==> src/rtl/prod_acc.sv <==
// Frame accumulator behind the multiplier: sums LEN products per frame, hands the sum off via valid/ready.
// Optional PROD_ACC_SAT_EN: clamp the accumulator to all-ones on overflow instead of wrapping.
module prod_acc #(
    parameter int unsigned PW  = 8,
    parameter int unsigned AW  = 16,
    parameter int unsigned LEN = 4
) (
    input  logic          clk_i,
    input  logic          rst_ni,
    input  logic          clr_i,
    input  logic          in_vld_i,
    input  logic [PW-1:0] in_prod_i,
    output logic          in_rdy_o,
    output logic          out_vld_o,
    input  logic          out_rdy_i,
    output logic [AW-1:0] out_sum_o,
    output logic          out_ovf_o
);

    typedef enum logic [1:0] {StIdle, StAcc, StDone} state_e;

    localparam logic [7:0] LastCnt = 8'(LEN - 1);

    state_e        state_q, state_d;
    logic [AW-1:0] acc_q, acc_d;
    logic [7:0]    cnt_q, cnt_d;
    logic          ovf_q, ovf_d;
    logic [AW-1:0] sum_q, sum_d;
    logic          sum_ovf_q, sum_ovf_d;

    logic          accept;
    logic          frame_end;
    logic [AW-1:0] prod_ext;
    logic [AW:0]   add_full;
    logic          ovf_next;
    logic [AW-1:0] add_res;

    // Ready drops combinationally during reset so nothing is taken while rst_ni is low.
    assign in_rdy_o  = rst_ni & (state_q != StDone);
    assign accept    = in_vld_i & in_rdy_o;
    assign out_vld_o = (state_q == StDone);
    assign out_sum_o = sum_q;
    assign out_ovf_o = sum_ovf_q;

    assign prod_ext = AW'(in_prod_i);
    assign add_full = {1'b0, acc_q} + {1'b0, prod_ext};
    assign ovf_next = ovf_q | add_full[AW];

`ifdef PROD_ACC_SAT_EN
    // Once the frame has overflowed the accumulator stays pinned at all-ones.
    assign add_res = ovf_next ? {AW{1'b1}} : add_full[AW-1:0];
`else
    assign add_res = add_full[AW-1:0];
`endif

    always_comb begin
        state_d   = state_q;
        acc_d     = acc_q;
        cnt_d     = cnt_q;
        ovf_d     = ovf_q;
        sum_d     = sum_q;
        sum_ovf_d = sum_ovf_q;
        frame_end = 1'b0;

        unique case (state_q)
            StIdle, StAcc: begin
                if (clr_i) begin
                    state_d = StIdle;
                    acc_d   = '0;
                    cnt_d   = '0;
                    ovf_d   = 1'b0;
                end else if (accept) begin
                    if (state_q == StIdle) begin
                        acc_d     = prod_ext;
                        cnt_d     = 8'd1;
                        ovf_d     = 1'b0;
                        frame_end = (LEN == 1);
                    end else begin
                        acc_d     = add_res;
                        cnt_d     = cnt_q + 8'd1;
                        ovf_d     = ovf_next;
                        frame_end = (cnt_q == LastCnt);
                    end
                    if (frame_end) begin
                        state_d   = StDone;
                        sum_d     = acc_d;
                        sum_ovf_d = ovf_d;
                    end else begin
                        state_d = StAcc;
                    end
                end
            end
            StDone: begin
                // Frame abort is ignored here so a finished result is never dropped.
                if (out_rdy_i) begin
                    state_d = StIdle;
                    acc_d   = '0;
                    cnt_d   = '0;
                    ovf_d   = 1'b0;
                end
            end
            default: begin
                state_d = StIdle;
            end
        endcase
    end

    always_ff @(posedge clk_i) begin
        if (!rst_ni) begin
            state_q   <= StIdle;
            acc_q     <= '0;
            cnt_q     <= '0;
            ovf_q     <= 1'b0;
            sum_q     <= '0;
            sum_ovf_q <= 1'b0;
        end else begin
            state_q   <= state_d;
            acc_q     <= acc_d;
            cnt_q     <= cnt_d;
            ovf_q     <= ovf_d;
            sum_q     <= sum_d;
            sum_ovf_q <= sum_ovf_d;
        end
    end

endmodule

==> config.mk <==
export PLATFORM = sky130hd
export DESIGN_NAME = prod_acc
export DESIGN_NICKNAME = d
export VERILOG_FILES = /design/src/rtl/prod_acc.sv
export SDC_FILE = /design/constraint.sdc
export NUM_CORES = 1
export LEC_CHECK = 0
export CAP_MARGIN = 20
export CORE_MARGIN = 2
export CORE_UTILIZATION = 49
export CTS_BUF_LIST = sky130_fd_sc_hd__clkbuf_16
export DETAILED_ROUTE_END_ITERATION = 8
export GPL_TIMING_DRIVEN = 0
export PLACE_DENSITY = 0.84
export SKIP_CTS_REPAIR_TIMING = 1
export SLEW_MARGIN = 10
export SYNTH_ARGS = -nofsm -noshare
export SYNTH_HDL_FRONTEND = slang
export SYNTH_SLANG_ARGS = --single-unit
==> constraint.sdc <==
create_clock -name clk_i -period 2 [get_ports clk_i]
set_input_delay 0.3 -clock clk_i [delete_from_list [all_inputs] [get_ports clk_i]]
set_output_delay 0.3 -clock clk_i [all_outputs]
set_load 0.05 [all_outputs]
==> impl_summary.log, run 1 <==
[metrics] run status: finished with violations
[metrics] violations in the final reports: setup timing
[metrics] number of distinct standard cells referenced by the synthesized netlist: 50
[metrics] kind of end point of the critical path: flop
[metrics] arrival time worst endpoint: 2.28 ns
[metrics] number of nets in the synthesized netlist: 292
[metrics] worst hold start: in_prod_i[0]
[metrics] cell area after synthesis: 0.002321 mm2
[metrics] maximum count of clock buffers along a single path: 2
[metrics] start point of the critical path: in_prod_i[5]
[metrics] total chip power: 1907 uW
[metrics] commonest non-fill, non-tap cells in the layout: 42 x sky130_fd_sc_hd__dfxtp_1, 27 x sky130_fd_sc_hd__nand2_1, 25 x sky130_fd_sc_hd__nor2_1
[metrics] area of the die: 0.005303 mm2
[metrics] count of vias placed by the detailed router: 2290
[metrics] ratio of cells with drive above 1 in the final layout: 0.2243
[metrics] instance count along the most critical hold path: 3
[metrics] first-iteration detailed-routing DRC count: 194
[metrics] count of pins on the block boundary: 32
[metrics] final number of setup-violating endpoints: 9
[metrics] kind of path behind the tightest hold check: input port to flop
[metrics] aggregate global-route resource usage: 0.2186
[metrics] post-DP HPWL: 4015 um
[metrics] last weighted congestion value of the routability-driven placer: 0.8720
[metrics] count of clock tree sinks: 44
[metrics] start-to-end type of the worst setup path: input port to flop
[metrics] pre-CTS setup slack: -0.9513 ns
[metrics] H-tree level count: 2
[metrics] Die Y: 72.83 um
[metrics] Post-synth ARST share: 0
[metrics] cell-by-cell listing of the critical path: clkdlybuf4s50_1, ha_4, and3_1, a221oi_4, o22ai_4, and3_4, nand2b_4, a31oi_1
[metrics] Crit path depth: 8
[metrics] Rel. slew slack: 0.6200
[metrics] count of endpoints failing hold in the final timing report: 0
[metrics] Buf+Inv Stages, Crit Path: 1
[metrics] max capacitance violation total: 0
[metrics] Top FF cell, synth: sky130_fd_sc_hd__dfxtp_1
[metrics] Slew @ Worst Pin: 0.5678 ns
[metrics] DRC errors left: 0
[metrics] Yosys top cell by area: sky130_fd_sc_hd__dfxtp_1
[metrics] Wirelength per Cell: 17.92 um
[metrics] WL final: 6720 um
[metrics] count of warnings emitted by yosys: 0
[metrics] cell family contributing the most delay on the critical path: compound AO/OA/AOI/OAI gates
[metrics] number of detailed-routing iterations run before antenna repair: 4
[metrics] TritonCTS clock tree: done
[metrics] clk slew on worst S/H paths: 0.06 ns
[metrics] worst flop-to-flop path startpoint: acc_q[0]$_SDFFE_PN0P_
[metrics] cells after synthesis: 269
[metrics] Via-to-Cell Ratio: 6.107
[metrics] busiest grt layer: met2
[metrics] worst setup skew after layout: 0.004726 ns
[metrics] width of the die: 72.83 um
[metrics] IR drop worst, VDD: 460.1 uV
[metrics] met1 Usage GRT: 0.2740
[metrics] met3 global-route usage: 0.03729
[metrics] mean post-synth cell area: 8.628 um2
[metrics] RSZ-0062 raised after global routing: true
[metrics] reg2reg end: acc_q[12]$_SDFFE_PN0P_
[metrics] number of input and output port buffers inserted: 31
[metrics] Crit path largest cell delay: 0.57 ns
[metrics] met2 layer usage reported by global route: 0.3747
[metrics] initial standard-cell utilization of the core: 0.5014
[metrics] register bit count reported by yosys: 44
[metrics] Worst R2R Setup Slack: -0.05 ns
[metrics] number of cells on the worst reg-to-reg path: 8
[metrics] Site Rows: 25
[metrics] number of max-slew violations in the final report: 0
[metrics] crit-path max FO: 4
[metrics] post-route ant nets: 0
[metrics] power per cell area: 590.9 mW/mm2
[metrics] most common cell after layout, fill and taps aside: sky130_fd_sc_hd__dfxtp_1
[metrics] wire length of the first global-routing pass: 9004 um
[metrics] CP max stage cell: sky130_fd_sc_hd__clkdlybuf4s50_1
[metrics] worst-case setup margin in the final layout: -0.06315 ns
[metrics] vias in the first global route: 1910
[metrics] leading post-synthesis cells by cell area: sky130_fd_sc_hd__dfxtp_1 38%, sky130_fd_sc_hd__a21oi_1 5.6%, sky130_fd_sc_hd__ha_1 4.9%
[metrics] CTS Root Buffer Type: sky130_fd_sc_hd__clkbuf_16
[metrics] core area: 0.004629 mm2
[metrics] area added between synthesis and finish: 39.03%
[metrics] count of flip-flops with a built-in enable after synthesis: 0
[metrics] share of the synthesized area in the top cell type: 0.3795
[metrics] Static Leakage: 0.001184 uW
[metrics] clock latency of the later-clocked register in the worst-skew pair: 0.29 ns
[metrics] Final Cycle Share: 1.032
[metrics] clock buffers created by TritonCTS: 5
[metrics] initial antenna violation count: 0
[metrics] Worst Path Required: 2.21 ns
[metrics] maximum clock frequency: 0.4847 GHz
[metrics] Net count, final: 343
[metrics] overall overflow remaining after global route: 0
[metrics] critical path endpoint: acc_q[12]$_SDFFE_PN0P_
[metrics] minimum clock period: 2.063 ns
[metrics] diodes inserted: 0
[metrics] maximum number of pins on one net before global-route repair: 14
[metrics] share of synthesized area occupied by flip-flops and latches: 0.3795
[metrics] kind of launch point of the worst setup path: input port
[metrics] post-route insts no fill: 375
[metrics] count of placed standard cells including taps: 354
-- cell families after synthesis --
family,after synthesis,synth area share
AO/OA/AOI/OAI,84,0.2501
flip-flops,44,0.3795
adder cells (fa/ha/maj),10,0.05714
AND/OR/NAND/NOR,102,0.2216
buffers and inverters,14,0.03504
XOR/XNOR,15,0.05660
-- Yosys cell counts (3+ instances only) --
| cell | count |
|---|---|
| sky130_fd_sc_hd__a211oi_2 | 3 |
| sky130_fd_sc_hd__buf_6 | 3 |
| sky130_fd_sc_hd__a31oi_1 | 7 |
| sky130_fd_sc_hd__a21o_1 | 4 |
| sky130_fd_sc_hd__a21oi_1 | 26 |
| sky130_fd_sc_hd__nor2_1 | 27 |
| sky130_fd_sc_hd__a211oi_1 | 3 |
| sky130_fd_sc_hd__a32oi_1 | 5 |
| sky130_fd_sc_hd__nand4_1 | 7 |
| sky130_fd_sc_hd__ha_1 | 9 |
| sky130_fd_sc_hd__dfxtp_1 | 44 |
| sky130_fd_sc_hd__nand3_1 | 8 |
| sky130_fd_sc_hd__and3_1 | 3 |
| sky130_fd_sc_hd__and3_4 | 3 |
| sky130_fd_sc_hd__o21ai_1 | 3 |
| sky130_fd_sc_hd__xor2_1 | 5 |
| sky130_fd_sc_hd__nor3_1 | 6 |
| sky130_fd_sc_hd__buf_2 | 5 |
| sky130_fd_sc_hd__nand2_1 | 28 |
| sky130_fd_sc_hd__clkbuf_1 | 3 |
| sky130_fd_sc_hd__xnor2_1 | 10 |
| sky130_fd_sc_hd__o21ai_0 | 16 |
| sky130_fd_sc_hd__nand2b_1 | 6 |
-- power breakdown --
| part | internal [uW] | switching (uW) |
|---|---|---|
| clock | 454 | 337 |
| combinational | 97.6 | 127 |
| sequential | 883 | 8.45 |
| total | 1430 | 472 |
-- cell type report --
type                            instances  area (um2)
Inverter                                3       15.01
Multi-Input combinational cell        211        1600
Clock buffer                            5       125.1
Clock inverter                          3       13.76
Buffer                                 11       78.83
Sequential cell                        44       885.9
Fill cell                             328        1403
Timing Repair Buffer                   44       440.4
Tap cell                               54       67.56
-- flip-flops by register name (all words and copies together) (netlist names) --
| register | flops |
|---|---|
| acc_q | 16 |
| out_sum_o | 16 |
| cnt_q | 8 |
| state_q | 2 |
| out_ovf_o | 1 |
| ovf_q | 1 |
-- through the flow --
stage	setup TNS [ns]	hold WS, ns	cell area, um2	util
2_1_floorplan	-0.1095	0.3918	2357	-
3_3_place_gp	-12.31	0.4423	2735	0.5908
3_5_place_dp	-13.59	0.4494	2735	0.5908
4_1_cts	-5.554	0.4580	2874	0.6208
5_1_grt	-1.166	0.4229	3227	0.6970
6_report	-0.3454	0.3969	3227	0.6970
-- worst min path at each step --
stage	endpoint	slack, ns
after floorplan	state_q[0]$_SDFFE_PN0P_	0.39
after CTS	out_sum_o[2]$_SDFFE_PN0P_	0.46
after global placement	acc_q[3]$_SDFFE_PN0P_	0.44
final	out_sum_o[0]$_SDFFE_PN0P_	0.40
after global routing	out_sum_o[0]$_SDFFE_PN0P_	0.42
after detailed placement	out_sum_o[2]$_SDFFE_PN0P_	0.45
-- worst reg2reg max path: stages (launching register included) --
cell and delay (ns):
sky130_fd_sc_hd__dfxtp_2 0.33, sky130_fd_sc_hd__ha_4 0.16, sky130_fd_sc_hd__fa_2 0.35, sky130_fd_sc_hd__a21o_1 0.21
sky130_fd_sc_hd__a221oi_4 0.30, sky130_fd_sc_hd__o22ai_4 0.14, sky130_fd_sc_hd__and3_4 0.22, sky130_fd_sc_hd__nand2b_4 0.13
sky130_fd_sc_hd__a31oi_1 0.14
-- layer usage --
metal  up-vias  share of wire
li1       1088              -
met1      1092           0.41
met2        83           0.50
met3        27          0.058
met4         0          0.039
met5         -              0
No activity file was read; power rests on OpenSTA's default activity.
==> run 2: changes to the inputs <==
Settings changed: CELL_PAD_IN_SITES_DETAIL_PLACEMENT from default to 0, CELL_PAD_IN_SITES_GLOBAL_PLACEMENT from default to 2, CORE_UTILIZATION 49 to 30, PLACE_DENSITY 0.84 to 0.85.
==> impl_summary.log, run 2 (synthesized netlist as in run 1, its figures left out) <==
[metrics] run status: finished with violations
[metrics] violations in the final reports: setup timing
[metrics] worst-case setup margin in the final layout: -0.1366 ns
[metrics] WL final: 6744 um
[metrics] total chip power: 2048 uW
[metrics] register area: 887.1 um2
[metrics] start point of the critical path: acc_q[0]$_SDFFE_PN0P_
[metrics] core area: 0.007607 mm2
[metrics] count of placed standard cells including taps: 402
[metrics] initial standard-cell utilization of the core: 0.3051
[metrics] reg2reg end: acc_q[12]$_SDFFE_PN0P_
[metrics] worst flop-to-flop path startpoint: acc_q[0]$_SDFFE_PN0P_
[metrics] clk slew on worst S/H paths: 0.07 ns
[metrics] number of input and output port buffers inserted: 31
[metrics] count of vias placed by the detailed router: 2211
[metrics] Via-to-Cell Ratio: 5.215
[metrics] max capacitance violation total: 0
[metrics] post-DP HPWL: 4525 um
[metrics] kind of end point of the critical path: flop
[metrics] Wirelength per Cell: 15.91 um
[metrics] number of cells on the worst reg-to-reg path: 8
[metrics] kind of path behind the tightest hold check: input port to flop
[metrics] commonest non-fill, non-tap cells in the layout: 41 x sky130_fd_sc_hd__dfxtp_1, 28 x sky130_fd_sc_hd__nand2_1, 24 x sky130_fd_sc_hd__nor2_1
[metrics] most common cell after layout, fill and taps aside: sky130_fd_sc_hd__dfxtp_1
[metrics] start-to-end type of the worst setup path: flop to flop
[metrics] number of fill cells in the layout: 766
[metrics] area taken by multi-input logic gates: 0.001607 mm2
[metrics] DRC errors left: 0
[metrics] clock latency of the later-clocked register in the worst-skew pair: 0.29 ns
[metrics] wire length of the first global-routing pass: 10380 um
[metrics] Worst Path Required: 2.21 ns
[metrics] area added between synthesis and finish: 42.32%
[metrics] overall overflow remaining after global route: 0
[metrics] ratio of cells with drive above 1 in the final layout: 0.2391
[metrics] crit-path max FO: 7
[metrics] capture endpoint of the worst hold path: acc_q[4]$_SDFFE_PN0P_
[metrics] power per cell area: 619.9 mW/mm2
[metrics] Net count, final: 344
[metrics] arrival time worst endpoint: 2.35 ns
[metrics] width of the die: 91.96 um
[metrics] first-iteration detailed-routing DRC count: 66
[metrics] worst hold start: in_prod_i[4]
[metrics] instance count along the most critical hold path: 3
[metrics] vias in the first global route: 2020
[metrics] number of max-slew violations in the final report: 0
[metrics] CTS Root Buffer Type: sky130_fd_sc_hd__clkbuf_16
[metrics] H-tree level count: 2
[metrics] RSZ-0062 raised after global routing: true
[metrics] number of detailed-routing iterations run before antenna repair: 4
[metrics] Static Leakage: 0.001186 uW
[metrics] maximum count of clock buffers along a single path: 2
[metrics] maximum clock frequency: 0.4680 GHz
[metrics] Rel. slew slack: 0.6144
[metrics] clock buffers created by TritonCTS: 5
[metrics] last weighted congestion value of the routability-driven placer: 0.8348
[metrics] area of the die: 0.008456 mm2
[metrics] minimum clock period: 2.137 ns
[metrics] post-route ant nets: 0
[metrics] count of clock tree sinks: 44
[metrics] Worst R2R Setup Slack: -0.14 ns
[metrics] diodes inserted: 0
[metrics] Die Y: 91.96 um
[metrics] final number of setup-violating endpoints: 6
[metrics] aggregate global-route resource usage: 0.1566
[metrics] count of endpoints failing hold in the final timing report: 0
[metrics] worst setup skew after layout: 0.007956 ns
[metrics] post-route insts no fill: 424
[metrics] kind of launch point of the worst setup path: flop
[metrics] Final Cycle Share: 1.068
[metrics] count of pins on the block boundary: 32
[metrics] Site Rows: 32
[metrics] initial antenna violation count: 0
[metrics] TritonCTS clock tree: done
[metrics] maximum number of pins on one net before global-route repair: 14
[metrics] IR drop worst, VDD: 299.3 uV
[metrics] Slew @ Worst Pin: 0.5784 ns
## run 2: how the worst max path moves through the flow
stage | endpoint | slack [ns]
5_1_grt | acc_q[12]$_SDFFE_PN0P_ | -0.22
4_1_cts | in_rdy_o | -1.03
6_report | acc_q[12]$_SDFFE_PN0P_ | -0.14
3_3_place_gp | in_rdy_o | -1.01
2_1_floorplan | acc_q[12]$_SDFFE_PN0P_ | -0.07
3_5_place_dp | in_rdy_o | -1.02
## run 2: report_power, final
| part | switching, uW | internal [uW] | total (uW) |
|---|---|---|---|
| clock | 348 | 581 | 930 |
| combinational | 127 | 100 | 228 |
| sequential | 8.05 | 883 | 891 |
## run 2: cell type report
type                       instances  share of cell area
sequential                        44              0.2686
clock buffer                       5             0.03788
buffer                            11             0.02235
clock inverter                     3             0.01136
multi-input combinational        211              0.4864
tap                              102             0.03864
inverter                           3            0.004545
timing repair buffer              45              0.1303
## run 2: critical path, stage by stage, from the launching register on
cell	delay, ns
sky130_fd_sc_hd__dfxtp_2	0.34
sky130_fd_sc_hd__ha_4	0.16
sky130_fd_sc_hd__fa_2	0.34
sky130_fd_sc_hd__a21o_1	0.21
sky130_fd_sc_hd__a221oi_4	0.33
sky130_fd_sc_hd__o22ai_4	0.17
sky130_fd_sc_hd__and3_4	0.23
sky130_fd_sc_hd__nand2b_4	0.13
sky130_fd_sc_hd__a31oi_1	0.15
## run 2: through the flow
| step | TNS, ns | utilization | worst slack [ns] | hold slack, ns | instance area (um2) |
|---|---|---|---|---|---|
| 6_report | -0.5518 | 0.4342 | -0.1366 | 0.3575 | 3303 |
| 4_1_cts | -6.947 | 0.3888 | -1.028 | 0.4587 | 2958 |
| 3_5_place_dp | -15.52 | 0.3674 | -1.024 | 0.4488 | 2795 |
| 5_1_grt | -1.219 | 0.4342 | -0.2191 | 0.3944 | 3303 |
| 2_1_floorplan | -0.1095 | - | -0.06936 | 0.3918 | 2357 |
| 3_3_place_gp | -15.22 | 0.3674 | -1.011 | 0.4415 | 2795 |
## run 2: metal layers
metal  part of all wire  up-vias  routed length [um]  GRT usage
met3              0.032       11                 219    0.03122
met2               0.47       40                3163     0.2494
met5                  0        -                   0          0
met1               0.48     1062                3220     0.2120
li1                   -     1098                   -          -
met4              0.021        0                 140    0.05348
==> run 3: changes to the inputs <==
Settings changed: TNS_END_PERCENT from default to 20.
==> impl_summary.log, run 3 (synthesized netlist as in run 1, its figures left out) <==
[metrics] run status: finished with violations
[metrics] violations in the final reports: setup timing
[metrics] Slew @ Worst Pin: 0.5531 ns
[metrics] H-tree level count: 2
[metrics] start-to-end type of the worst setup path: flop to flop
[metrics] WL final: 6549 um
[metrics] number of input and output port buffers inserted: 31
[metrics] area added between synthesis and finish: 38.98%
[metrics] kind of end point of the critical path: flop
[metrics] count of placed standard cells including taps: 402
[metrics] post-route insts no fill: 418
[metrics] worst hold start: in_prod_i[4]
[metrics] number of fill cells in the layout: 768
[metrics] area of the die: 0.008456 mm2
[metrics] vias in the first global route: 2020
[metrics] worst-case setup margin in the final layout: -0.1302 ns
[metrics] number of cells on the worst reg-to-reg path: 8
[metrics] count of vias placed by the detailed router: 2149
[metrics] post-DP HPWL: 4525 um
[metrics] IR drop worst, VDD: 298.6 uV
[metrics] post-route ant nets: 0
[metrics] Static Leakage: 0.001146 uW
[metrics] worst flop-to-flop path startpoint: acc_q[0]$_SDFFE_PN0P_
[metrics] initial standard-cell utilization of the core: 0.3051
[metrics] worst setup skew after layout: 0.008857 ns
[metrics] Net count, final: 338
[metrics] Final Cycle Share: 1.065
[metrics] cell-by-cell listing of the critical path: ha_4, fa_2, a21o_1, a221oi_4, o22ai_4, and3_4, nand2b_4, a31oi_1
[metrics] core area: 0.007607 mm2
[metrics] met2 layer usage reported by global route: 0.2494
[metrics] crit-path max FO: 7
[metrics] kind of path behind the tightest hold check: input port to flop
[metrics] arrival time worst endpoint: 2.35 ns
[metrics] kind of launch point of the worst setup path: flop
[metrics] instance count along the most critical hold path: 3
[metrics] width of the die: 91.96 um
[metrics] count of endpoints failing hold in the final timing report: 0
[metrics] final number of setup-violating endpoints: 4
[metrics] pre-CTS setup slack: -1.024 ns
[metrics] Die Y: 91.96 um
[metrics] TritonCTS clock tree: done
[metrics] RSZ-0062 raised after global routing: true
[metrics] clk slew on worst S/H paths: 0.07 ns
[metrics] number of detailed-routing iterations run before antenna repair: 4
[metrics] clock latency of the later-clocked register in the worst-skew pair: 0.29 ns
[metrics] Worst Path Required: 2.22 ns
[metrics] most common cell after layout, fill and taps aside: sky130_fd_sc_hd__dfxtp_1
[metrics] Rel. slew slack: 0.6313
[metrics] initial antenna violation count: 0
[metrics] maximum clock frequency: 0.4694 GHz
[metrics] number of max-slew violations in the final report: 0
[metrics] area taken by multi-input logic gates: 0.001567 mm2
[metrics] ratio of cells with drive above 1 in the final layout: 0.2089
[metrics] DRC errors left: 0
[metrics] register area: 887.1 um2
[metrics] count of pins on the block boundary: 32
[metrics] power per cell area: 629.4 mW/mm2
[metrics] last weighted congestion value of the routability-driven placer: 0.8348
[metrics] count of clock tree sinks: 44
[metrics] Worst R2R Setup Slack: -0.13 ns
[metrics] Wirelength per Cell: 15.67 um
[metrics] Via-to-Cell Ratio: 5.141
[metrics] reg2reg end: acc_q[12]$_SDFFE_PN0P_
[metrics] aggregate global-route resource usage: 0.1566
[metrics] busiest grt layer: met2
[metrics] capture endpoint of the worst hold path: acc_q[4]$_SDFFE_PN0P_
[metrics] Site Rows: 32
[metrics] clock buffers created by TritonCTS: 5
[metrics] CP max stage cell: sky130_fd_sc_hd__dfxtp_2
[metrics] wire length of the first global-routing pass: 10380 um
[metrics] overall overflow remaining after global route: 0
[metrics] max capacitance violation total: 0
[metrics] Crit path largest cell delay: 0.34 ns
[metrics] commonest non-fill, non-tap cells in the layout: 41 x sky130_fd_sc_hd__dfxtp_1, 28 x sky130_fd_sc_hd__nand2_1, 25 x sky130_fd_sc_hd__a21oi_1
[metrics] minimum clock period: 2.130 ns
[metrics] CTS Root Buffer Type: sky130_fd_sc_hd__clkbuf_16
[metrics] met1 Usage GRT: 0.2120
[metrics] first-iteration detailed-routing DRC count: 82
[metrics] diodes inserted: 0
[metrics] met3 global-route usage: 0.03122
[metrics] maximum number of pins on one net before global-route repair: 14
[metrics] maximum count of clock buffers along a single path: 2
[run 3: critical path, delay by kind of cell, from the launching register on]
family | cells | cell delay (ns)
AO/OA/AOI/OAI | 4 | 0.85
adder cells (fa/ha/maj) | 2 | 0.50
flip-flops | 1 | 0.34
AND/OR/NAND/NOR | 2 | 0.36
[run 3: where the power goes]
group | total (uW) | internal [uW] | switching [uW]
clock | 927 | 581 | 346
combinational | 213 | 92.2 | 121
sequential | 890 | 883 | 7.64
total | 2030 | 1560 | 474
[run 3: layout make-up]
cell class	instances	area share
Buffer	11	0.02483
Clock buffer	5	0.03879
Clock inverter	3	0.01164
Inverter	3	0.004655
Multi-Input combinational cell	211	0.4856
Sequential cell	44	0.2750
Tap cell	102	0.03957
Timing Repair Buffer	39	0.1199
[run 3: routing by layer]
| layer | up-vias | part of all wire |
|---|---|---|
| met2 | 45 | 0.46 |
| met1 | 1011 | 0.47 |
| met5 | - | 0 |
| li1 | 1082 | - |
| met4 | 0 | 0.020 |
| met3 | 11 | 0.049 |
[run 3: through the flow]
stage                     utilization  power, uW  hold WS, ns  cell area, um2  TNS (ns)
final                          0.4240       2030       0.3644            3226   -0.2933
after floorplan                     -       1016       0.3918            2357   -0.1095
after global placement         0.3674       1082       0.4415            2795    -15.22
after CTS                      0.3888       2008       0.4587            2958    -6.947
after detailed placement       0.3674       1082       0.4488            2795    -15.52
after global routing           0.4240       2095       0.3944            3226   -0.9204
[run 3: worst max-delay path by stage]
stage | startpoint | endpoint | slack [ns]
CTS | rst_ni | in_rdy_o | -1.03
detailed placement | rst_ni | in_rdy_o | -1.02
finish | acc_q[0]$_SDFFE_PN0P_ | acc_q[12]$_SDFFE_PN0P_ | -0.13
floorplan | acc_q[0]$_SDFFE_PN0P_ | acc_q[12]$_SDFFE_PN0P_ | -0.07
global route | acc_q[0]$_SDFFE_PN0P_ | acc_q[12]$_SDFFE_PN0P_ | -0.21
global placement | rst_ni | in_rdy_o | -1.01
==> RTL edit 1, RTL diff (settings of run 3) <==
`PW`: 8 -> 9.
--- a/src/rtl/prod_acc.sv
+++ b/src/rtl/prod_acc.sv
@@ -1,7 +1,7 @@
 // Frame accumulator behind the multiplier: sums LEN products per frame, hands the sum off via valid/ready.
 // Optional PROD_ACC_SAT_EN: clamp the accumulator to all-ones on overflow instead of wrapping.
 module prod_acc #(
-    parameter int unsigned PW  = 8,
+    parameter int unsigned PW  = 9,
     parameter int unsigned AW  = 16,
     parameter int unsigned LEN = 4
 ) (
Ports: changed (resized in_prod_i); port bits go from 32 to 33. The function was not compared with the original's and may differ.
==> RTL edit 1 against run 3 <==
The flow still finishes with violations (setup timing). First-iteration DRC count fell by 38%. Area after synthesis rose by 0.70%. Total power fell by 6.8%. Setup slack improved by 0.067 ns. Sequential share of layout area rose by 1.1 points. Wire length fell by 7.0%. Combinational power rose by 2%. Utilization fell by 2.0 points. Synthesized cell count rose by 1.5%. Sequential power barely moved. Final area fell by 4.3%. Sequential cell count did not move. Highest routed layer unchanged.
==> RTL edit 1: results (changes against run 3) <==
* Status: finished with violations
* Violated checks: setup timing
* Met3 demand-to-capacity share in global routing at 0.0197 (-0.0115)
* Share of synthesized cell area in full adder, half adder and majority cells at 0.0621 (+0.00496)
* Amount of wire on met3 after detailed routing at 168 um (-47%)
* Net count after synthesis at 298 (+2.1%)
* Total of plain and repair buffers excluding clock buffers at 43 (-14%)
* Peak VDD IR at 0.312 mV (+4.5%)
* Combinational fraction of design power at 0.115 (+0.010)
* Top cells by instance count after synthesis: 44 x sky130_fd_sc_hd__dfxtp_1, 32 x sky130_fd_sc_hd__a21oi_1, 30 x sky130_fd_sc_hd__nor2_1, 23 x sky130_fd_sc_hd__o21ai_0, 20 x sky130_fd_sc_hd__nand2_1
* Final number of setup-violating endpoints at 6 (+2)
* Count of routing violations after the opening detailed-route iteration at 51 (-38%)
* Top pwr grp: registers
* Fraction of area in registers at 0.286 (+0.0106)
* TNS Setup at -0.260 ns (+0.0337 ns)
* Met2 wire length at 2.87 mm (-5.7%)
* Fin worst setup slack at -0.0628 ns (+0.0674 ns)
* Synthesized netlist cell count at 273 (+1.5%)
* Fin area at 3090 sq um (-4.3%)
* Overall power at 1890 uW (-6.8%)
* Half-perimeter wire length of the detailed placement result at 4.33 mm (-4.2%)
* Global routing usage summed across all routing layers at 0.144 (-0.0131)
* Non-filler instance count after layout at 414 (-0.96%)
* Count of non-CTS inverters in the layout at 4 (+1)
* Clock network fraction of total power at 0.413 (-0.044)
-- RTL edit 1: changes by cell type in the layout (fill, tap and decap cells not counted), sizes merged, moves of 5 or more --
cell,change
nand2,-9
a21o,+9
a21oi,+5
a31oi,-5
xor2,+6
nor2,+5
o21ai,+6
buf,-9
-- RTL edit 1: critical path: cells and delay by family --
kind,cells,cell delay (ns)
AOI/OAI and AO/OA,4,0.91
buffers and inverters,1,0.54
adders and majority gates,1,0.24
and+or+nand+nor,2,0.26
-- RTL edit 1: worst paths after layout --
kind | from | endpoint | slack, ns | cells past startpoint
setup / recovery | in_prod_i[4] | acc_q[9] | -0.06 | 8
hold / removal | in_prod_i[6] | acc_q[6] | 0.37 | 3
setup reg to reg | acc_q[0] | ovf_q | 0.03 | 8
hold reg to reg | out_sum_o[7] | out_sum_o[7] | 0.46 | 2
==> RTL edit 2, RTL diff (settings of run 3) <==
Without the edit above. Register the output `out_ovf_o` once more, with the module's reset; this adds one clock of latency there. The other outputs are not delayed to match.
--- a/src/rtl/prod_acc.sv
+++ b/src/rtl/prod_acc.sv
@@ -40,7 +40,13 @@
     assign accept    = in_vld_i & in_rdy_o;
     assign out_vld_o = (state_q == StDone);
     assign out_sum_o = sum_q;
-    assign out_ovf_o = sum_ovf_q;
+    always_ff @(posedge clk_i) begin
+        if (!rst_ni) begin
+            out_ovf_o <= '0;
+        end else begin
+            out_ovf_o <= sum_ovf_q;
+        end
+    end
 
     assign prod_ext = AW'(in_prod_i);
     assign add_full = {1'b0, acc_q} + {1'b0, prod_ext};
Function: same outputs for any inputs over 4 cycles, from zero or initial values and one cycle with rst_ni low; that may be too few to reach the edited logic, so the function may still have changed.
==> RTL edit 2 against run 3 <==
The flow still finishes with violations (setup timing). Setup slack got worse by 0.11 ns. Via count decreased by 6.3%. Area after synthesis decreased by 3.8%. Clock power increased by 2.6%. Wire length decreased by 8.5%. Final area decreased by 8.8%. Sequential share of layout area increased by 3.2 points. Total power increased by 0.52%. Sequential cell count increased by 1.
==> RTL edit 2: results (changes against run 3) <==
* Status: finished with violations
* Violated checks: setup timing
* Fin worst setup slack at -0.242 ns (-0.112 ns)
* Fraction of area in registers at 0.307 (+0.0315)
* Pin count of the biggest net entering global routing at 15 (+1)
* Clk tree area frac at 0.0565 (+0.00612)
* Arrival @ worst endpoint at 2.41 ns (+0.06 ns)
* Hold path start: rst_ni
* Met3 demand-to-capacity share in global routing at 0.0342 (+0.00300)
* Global-route wire length before repair at 9.57 mm (-7.8%)
* Amount of wire on met3 after detailed routing at 198 um (-38%)
* Static leakage at 0.00110 uW (-3.7%)
* Met1 Usage GRT at 0.201 (-0.0114)
* Wire length per cell after detailed routing at 14.6 um (-6.8%)
* Final number of setup-violating endpoints at 20 (+16)
* Top cells by instance count after synthesis: 45 x sky130_fd_sc_hd__dfxtp_1, 34 x sky130_fd_sc_hd__nand2_1, 31 x sky130_fd_sc_hd__a21oi_1, 20 x sky130_fd_sc_hd__nor2_1, 20 x sky130_fd_sc_hd__o21ai_0
* Highest fanout seen on the critical path at 5 (-2)
* Worst setup timing slack at the placement stage at -0.764 ns (+0.260 ns)
* Fraction of area in multi-input gates at 0.457 (-0.0290)
* Met2 wire length at 2.75 mm (-9.5%)
* Maximum single-stage delay on the critical path at 0.39 ns (+0.05 ns)
* Layout non-clock buf frac at 0.132 (-0.0129)
* Post-layout nets at 333 (-1.5%)
* Endpoint of the worst hold-timing path: out_sum_o[5]
* Routed length on met1 at 2.99 mm (-2.4%)
* Via count of the first global-routing pass at 1885 (-6.7%)
* Slew @ Worst Pin at 0.548 ns (-0.00524 ns)
* Setup Skew at 0.00588 ns (-0.00298 ns)
* Internal at 1560 uW (+0.49%)
* Slack of the worst reg-to-reg path at -0.24 ns (-0.11 ns)
* Peak VDD IR at 0.346 mV (+16%)
* Count of routing violations after the opening detailed-route iteration at 62 (-24%)
* Half-perimeter wire length of the detailed placement result at 4.35 mm (-4.0%)
* Count of non-CTS inverters in the layout at 5 (+2)
* Placer's final routability congestion estimate at 0.797 (-4.5%)
* Via total after detailed routing at 2013 (-6.3%)
* Main area contributors after synthesis: sky130_fd_sc_hd__dfxtp_1 40%, sky130_fd_sc_hd__a21oi_1 7.0%, sky130_fd_sc_hd__nand2_1 5.7%
* Total of plain and repair buffers excluding clock buffers at 44 (-12%)
* Count of standard-cell rows at 31 (-3.1%)
* Unique cell type count in the Yosys netlist at 43 (-14%)
* Count of filler cells inserted in the layout at 775 (+0.91%)
* Power consumed by the clock network at 951 uW (+2.6%)
* GR met2 Demand/Resource at 0.239 (-0.0100)
* Sequential element share of the synthesized area at 0.404 (+0.0241)
* Cell at the slowest stage of the critical path: sky130_fd_sc_hd__a221o_1
* Count of input and output buffers at 30 (-3.2%)
* Post-place instance area at 2660 sq um (-4.9%)
[RTL edit 2: cell count changes after synthesis, sizes merged, moves of 5 or more]
cell	change
and2	+5
nor2	-7
nand2	+5
nor3	-5
[RTL edit 2: cell families after synthesis]
kind of cell    synth area share
flops                      0.404
buf+inv                   0.0291
compound gates             0.225
fa+ha+maj                 0.0594
simple gates               0.208
xor+xnor                  0.0746
[RTL edit 2: per-stage QoR]
| step | util | instances | hold WS, ns | setup TNS (ns) | total power, uW |
|---|---|---|---|---|---|
| 2_1_floorplan | - | 269 | 0.429 | -0.207 | 1030 |
| 3_3_place_gp | 0.369 | 398 | 0.443 | -12.97 | 1100 |
| 3_5_place_dp | 0.369 | 398 | 0.449 | -13.43 | 1100 |
| 4_1_cts | 0.392 | 406 | 0.371 | -4.91 | 2040 |
| 5_1_grt | 0.408 | 410 | 0.386 | -5.22 | 2110 |
| 6_report | 0.408 | 410 | 0.371 | -2.38 | 2040 |
